**config.mk**
```make
export PLATFORM = sky130hd
export DESIGN_NAME = seg7_scan_scheduler
export DESIGN_NICKNAME = d
export VERILOG_FILES = /design/src/rtl/seg7_pkg.sv /design/src/rtl/seg7_hex_decoder.sv /design/src/rtl/seg7_scan_scheduler.sv
export SDC_FILE = /design/constraint.sdc
export NUM_CORES = 1
export LEC_CHECK = 0
export BUFFER_PORTS_ARGS = -buffer_cell sky130_fd_sc_hd__buf_4
export CAP_MARGIN = 20
export CORE_AREA = 5 5 77 79
export DETAILED_ROUTE_END_ITERATION = 12
export DIE_AREA = 0 0 82 84
export PLACE_DENSITY_LB_ADDON = 0.3
export SLEW_MARGIN = 10
export SYNTH_ARGS = -nofsm -noshare
export SYNTH_HDL_FRONTEND = slang
export SYNTH_SLANG_ARGS = --single-unit
```
**constraint.sdc**
```tcl
create_clock -name clk -period 3.94 [get_ports clk]
set_input_delay 0.591 -clock clk [delete_from_list [all_inputs] [get_ports clk]]
set_output_delay 0.591 -clock clk [all_outputs]
set_load 0.02 [all_outputs]
```
**src/rtl/seg7_pkg.sv**
```systemverilog
// Shared constants for the 7-segment scan scheduler: FSM encoding, blank
// patterns and the active-low hex -> gfedcba segment table.
package seg7_pkg;

  localparam logic [1:0] ST_IDLE  = 2'd0;
  localparam logic [1:0] ST_SHOW  = 2'd1;
  localparam logic [1:0] ST_BLANK = 2'd2;

  localparam logic [7:0] SEG_BLANK = 8'hFF;
  localparam logic [3:0] AN_OFF    = 4'hF;

  // Bit order gfedcba, 0 = segment lit.
  function automatic logic [6:0] hex_to_seg(input logic [3:0] nib);
    logic [6:0] seg;
    case (nib)
      4'h0: seg = 7'h40;
      4'h1: seg = 7'h79;
      4'h2: seg = 7'h24;
      4'h3: seg = 7'h30;
      4'h4: seg = 7'h19;
      4'h5: seg = 7'h12;
      4'h6: seg = 7'h02;
      4'h7: seg = 7'h78;
      4'h8: seg = 7'h00;
      4'h9: seg = 7'h10;
      4'hA: seg = 7'h08;
      4'hB: seg = 7'h03;
      4'hC: seg = 7'h46;
      4'hD: seg = 7'h21;
      4'hE: seg = 7'h06;
      default: seg = 7'h0E;
    endcase
    return seg;
  endfunction

endpackage

```
**src/rtl/seg7_hex_decoder.sv**
```systemverilog
// Combinational nibble -> active-low gfedcba segment pattern.
module seg7_hex_decoder
  import seg7_pkg::*;
(
  input  logic [3:0] nibble,
  output logic [6:0] seg
);

  assign seg = hex_to_seg(nibble);

endmodule

```
**src/rtl/seg7_scan_scheduler.sv**
```systemverilog
// Scans four digits over one shared cathode bus with a blanking gap between
// visits. Optional anode PWM dimming is enabled by defining BRIGHT_PWM_EN.
module seg7_scan_scheduler
  import seg7_pkg::*;
#(
  parameter int SCAN_DIV  = 65536,
  parameter int BLANK_CYC = 256,
  parameter int CNT_W     = 17
) (
  input  logic        clk,
  input  logic        reset,
  input  logic [15:0] digit_val,
  input  logic [3:0]  digit_dp,
  input  logic [3:0]  digit_en,
`ifdef BRIGHT_PWM_EN
  input  logic [3:0]  bright,
`endif
  output logic [7:0]  seg_n,
  output logic [3:0]  an_n,
  output logic [1:0]  scan_sel,
  output logic        frame_tick,
  output logic [1:0]  fsm_state
);

  localparam logic [CNT_W-1:0] SHOW_LAST  = CNT_W'(SCAN_DIV - 1);
  localparam logic [CNT_W-1:0] BLANK_LAST = CNT_W'(BLANK_CYC - 1);

  logic [1:0]       state, state_nx;
  logic [CNT_W-1:0] cnt, cnt_nx;
  logic [1:0]       sel_nx, next_idx, cand;
  logic             found, take;
  logic [3:0]       nib_q, nib_nx;
  logic             dp_q, dp_nx;
  logic [6:0]       seg_dec;
  logic             an_on;

  assign fsm_state = state;

  // First enabled digit strictly after the current one, wrapping; a lone
  // enabled digit finds itself at offset 4.
  always_comb begin
    next_idx = scan_sel;
    found    = 1'b0;
    cand     = scan_sel;
    for (int k = 1; k <= 4; k++) begin
      cand = scan_sel + 2'(k);
      if (!found && digit_en[cand]) begin
        next_idx = cand;
        found    = 1'b1;
      end
    end
  end

  always_comb begin
    state_nx = state;
    cnt_nx   = cnt + CNT_W'(1);
    sel_nx   = scan_sel;
    take     = 1'b0;
    case (state)
      ST_BLANK: begin
        if (cnt == BLANK_LAST) begin
          cnt_nx = '0;
          if (digit_en == 4'h0) begin
            state_nx = ST_IDLE;
          end else begin
            state_nx = ST_SHOW;
            sel_nx   = next_idx;
            take     = 1'b1;
          end
        end
      end
      ST_SHOW: begin
        // Losing our own enable aborts the dwell immediately.
        if (!digit_en[scan_sel] || cnt == SHOW_LAST) begin
          state_nx = ST_BLANK;
          cnt_nx   = '0;
        end
      end
      default: begin
        cnt_nx = '0;
        if (digit_en != 4'h0) state_nx = ST_BLANK;
      end
    endcase
  end

  // Digit data is captured only when a visit starts, so a visit never tears.
  assign nib_nx = take ? digit_val[{sel_nx, 2'b00} +: 4] : nib_q;
  assign dp_nx  = take ? digit_dp[sel_nx] : dp_q;

  seg7_hex_decoder u_dec (
    .nibble (nib_nx),
    .seg    (seg_dec)
  );

`ifdef BRIGHT_PWM_EN
  assign an_on = (cnt_nx[3:0] < bright);
`else
  assign an_on = 1'b1;
`endif

  always_ff @(posedge clk or posedge reset) begin
    if (reset) begin
      state      <= ST_BLANK;
      cnt        <= '0;
      scan_sel   <= 2'd3;
      nib_q      <= 4'h0;
      dp_q       <= 1'b0;
      an_n       <= AN_OFF;
      seg_n      <= SEG_BLANK;
      frame_tick <= 1'b0;
    end else begin
      state      <= state_nx;
      cnt        <= cnt_nx;
      scan_sel   <= sel_nx;
      nib_q      <= nib_nx;
      dp_q       <= dp_nx;
      an_n       <= (state_nx == ST_SHOW && an_on) ? ~(4'b0001 << sel_nx) : AN_OFF;
      seg_n      <= (state_nx == ST_SHOW) ? {~dp_nx, seg_dec} : SEG_BLANK;
      frame_tick <= take && (sel_nx <= scan_sel);
    end
  end

endmodule
```
==> run_results.csv <==
group,metric,value,unit
critical_path,slowest_delay,0.49,ns
sta,finalCriticalPeriod,3.57,ns
floorplan,fp-row-count,27,
clocking,ctsResizeCount,0,
grt,grtUsageMet2,24.8,%
sta,relSlewSlack,43.3,%
logic_synthesis,synthXorXnorAreaFrac,4.99,%
clocking,clock-root-buffer,"clkbuf_8",
logic_synthesis,syn_area,0.00246,mm2
critical_path,worstSetupPathType,"flop to flop",
grt,met1_usage,23.1,%
logic_synthesis,synthCells,250,
sta,tns,0,ns
detailed_routing,vias,1901,
pwr,leakage,1.32,nW
grt,antenna_found_initial,0,
place,hpwl,3.85,mm
clocking,cts_made_buffers,5,
sta,fin_crit_sh,90.5,%
critical_path,critPathLaunchType,"flop",
floorplan,ios,43,
logic_synthesis,synth_fp_nets,289,
pwr,internal_power,692,uW
grt,busiest_layer,"met2",
pwr,power.share.switching,26.9,%
clocking,holdBufCountCts,0,
logic_synthesis,ys.flop_type,"dfrtp_1",
sta,rsz0062_at_grt,"false",
floorplan,die_y,84,um
critical_path,cp.required,4.15,ns
clocking,cts_setup_buffers,0,
detailed_routing,post_drt_wl_per_cell,13.9,um
finish,nets,333,
clocking,cts_sinks,39,
logic_synthesis,synth_simple_gate_area_share,22.8,%
clocking,htree_levels,2,
logic_synthesis,synthArstFlopShare,100,%
logic_synthesis,synth_mux_area_share,7.02,%
logic_synthesis,post_synth.cell_area_avg,9.83,um2
floorplan,core_area,0.00527,mm2
critical_path,crit_arrival,3.78,ns
finish,area_delta_synth_final,20.2,%
logic_synthesis,synth-compound-area-share,12.7,%
place,gp_congestion,0.860,
floorplan,die-area,0.00689,mm2
floorplan,die_w,82,um
finish,drive_above_1_share,32.2,%
grt,grt_first_pass_wirelength,8.83,mm
detailed_routing,drt-total-wl,5.09,mm
sta,worst_slack,0.374,ns
clocking,clock_path_buffers,2,
detailed_routing,remaining_drc_errors,0,
place,portBuffers,42,
pwr,pwr-share-comb,18.1,%
logic_synthesis,synth_top_family_by_area,"simple AND/OR/NAND/NOR gates",
clocking,clock_latency,0.28,ns
grt,grt-ovfl-total,0,
logic_synthesis,ys_seq_area_share,40.5,%
grt,grt_pass1_vias,1887,
run,maxCapViolations,0,
sta,max_slew.worst_pin.slew,0.850,ns
floorplan,start_util,46.7,%
sta,setup_viol,0,
sta,drv_slew,0,
grt,grt_max_degree,25,
logic_synthesis,ys_ff_latch,39,
finish,post-route-util,56.1,%
logic_synthesis,synthTopCellsByCount,"29 x nor2_1, 27 x nand2_1, 24 x dfrtp_1",
outcome,outcome,"finished, final reports clean",
pwr,p_per_area,321,mW/mm2
logic_synthesis,synth_edf_count,0,
sta,finalHoldViolCount,0,
sta,fmaxAchievable,280,MHz
grt,grt_usage,15.9,%
detailed_routing,drtPass1Iterations,4,
detailed_routing,viasPerCell,5.18,
logic_synthesis,yosys.cell_types.count,62,
critical_path,crit_chain,"nor4_2 -> nand3_1 -> or3_1 -> o31ai_4 -> nand2_4 -> clkinv_4 -> mux2i_1 -> a211oi_4 -> inv_1 -> ha_1 -> nand2_1 -> o21ai_1 -> a221o_1",
finish,fill_cells,480,
clocking,cts_tree,"built",
detailed_routing,antenna_left,0,
pwr,p_switching,255,uW
logic_synthesis,synth_fa_ha_area_share,6.62,%
clocking,clkTransAtPathRegs,0.08,ns
pwr,clkPwrFrac,35.9,%
place,pre_cts_slack,0.328,ns
logic_synthesis,synth_warnings,0,
min_path,hold_class,"primary input to asynchronous set/reset pin",
logic_synthesis,synth.most_common_cell,"nor2_1",
logic_synthesis,ys_top_cells_by_area,"dfrtp_1 24%, dfstp_2 16%, ha_1 6.6%",
grt,grtUsageMet3,2.81,%
critical_path,crit_fanout,8,
sta,clock_skew,0.00339,ns
logic_synthesis,synth_area_leader_cell,"dfrtp_1",
finish,n_antenna_cell,0,
critical_path,cp-end-kind,"flop",
pwr,ir_drop,0.249,mV
detailed_routing,drt_iter0_markers,102,
critical_path,slowest_stage,"or3_1",
pwr,seq_power_share,46.0,%
logic_synthesis,synth_top_area_share,24.4,%
-- cell families after synthesis --
group | after synthesis
compound gates | 38
mux | 14
buf+inv | 27
simple gates | 105
fa+ha+maj | 13
xor+xnor | 14
flops | 39
-- path summary, 6_finish.rpt --
path | from | end | slack [ns] | depth (start not counted)
setup / recovery | cnt[12]$_DFF_PP0_ | seg_n[1]$_DFF_PP1_ | 0.37 | 13
hold / removal | reset | cnt[3]$_DFF_PP0_ | 0.48 | 2
setup reg to reg | cnt[12]$_DFF_PP0_ | seg_n[1]$_DFF_PP1_ | 0.37 | 13
hold reg to reg | dp_q$_DFF_PP0_ | dp_q$_DFF_PP0_ | 0.48 | 2
max in group asynchronous | reset | fsm_state[1]$_DFF_PP1_ | 2.73 | 3
min in group clk | dp_q$_DFF_PP0_ | dp_q$_DFF_PP0_ | 0.48 | 2
-- through the flow --
| stage | power, mW | hold WS [ns] | instance area (um2) | instances |
|---|---|---|---|---|
| after floorplan | 0.559 | 0.434 | 2460 | 250 |
| after global placement | 0.611 | 0.470 | 2840 | 359 |
| after detailed placement | 0.614 | 0.473 | 2840 | 359 |
| after CTS | 0.955 | 0.490 | 2950 | 367 |
| after global routing | 0.998 | 0.511 | 2950 | 367 |
| final | 0.947 | 0.482 | 2950 | 367 |
-- power by group through the flow --
stage / clock network, mW / registers (mW) / logic (mW)
finish: 0.340 / 0.436 / 0.172
CTS: 0.347 / 0.436 / 0.172
global route: 0.369 / 0.438 / 0.190
global placement: 0 / 0.441 / 0.170
detailed placement: 0 / 0.442 / 0.171
floorplan: 0 / 0.444 / 0.115
-- critical path, delay by kind of cell (launching register included) --
family | cells | cell delay [ns]
DFF | 1 | 0.45
adders and majority gates | 1 | 0.34
muxes | 1 | 0.12
buffers and inverters | 2 | 0.29
and+or+nand+nor | 5 | 1.18
AOI/OAI and AO/OA | 4 | 1.13
-- area by class of cell --
| class | instances | area [um2] | area share, % |
|---|---|---|---|
| clock inverter | 2 | 35.0 | 1.19 |
| timing repair buffer | 47 | 353 | 11.9 |
| sequential | 39 | 995 | 33.7 |
| tap | 72 | 90.1 | 3.05 |
| clock buffer | 6 | 82.6 | 2.80 |
| multi-input combinational | 184 | 1330 | 45.0 |
| inverter | 17 | 68.8 | 2.33 |
-- registers in the layout (all words and copies together) (netlist names) --
signal and cells:
scan_sel 2, an_n 4, nib_q 4, dp_q 1, fsm_state 2, cnt 17
seg_n 8, frame_tick 1
-- cell usage in the layout (no fill, tap or decap), drive strengths merged, types with 6 or more instances in the layout --
master and n:
nand3 10, mux2i 9, xor2 10, nand2 28, dfrtp 24, ha 13, clkbuf 6, buf 47
nor2 29, inv 16, o21ai 7, dfstp 15
-- per-layer routing --
metal / part of all wire [%] / vias to the layer above / wire, um
li1: - / 949 / -
met1: 49 / 910 / 2470
met2: 48 / 40 / 2420
met3: 3.3 / 2 / 169
met4: 0.45 / 0 / 23
met5: 0 / - / 0
No activity file was read; power rests on OpenSTA's default activity.
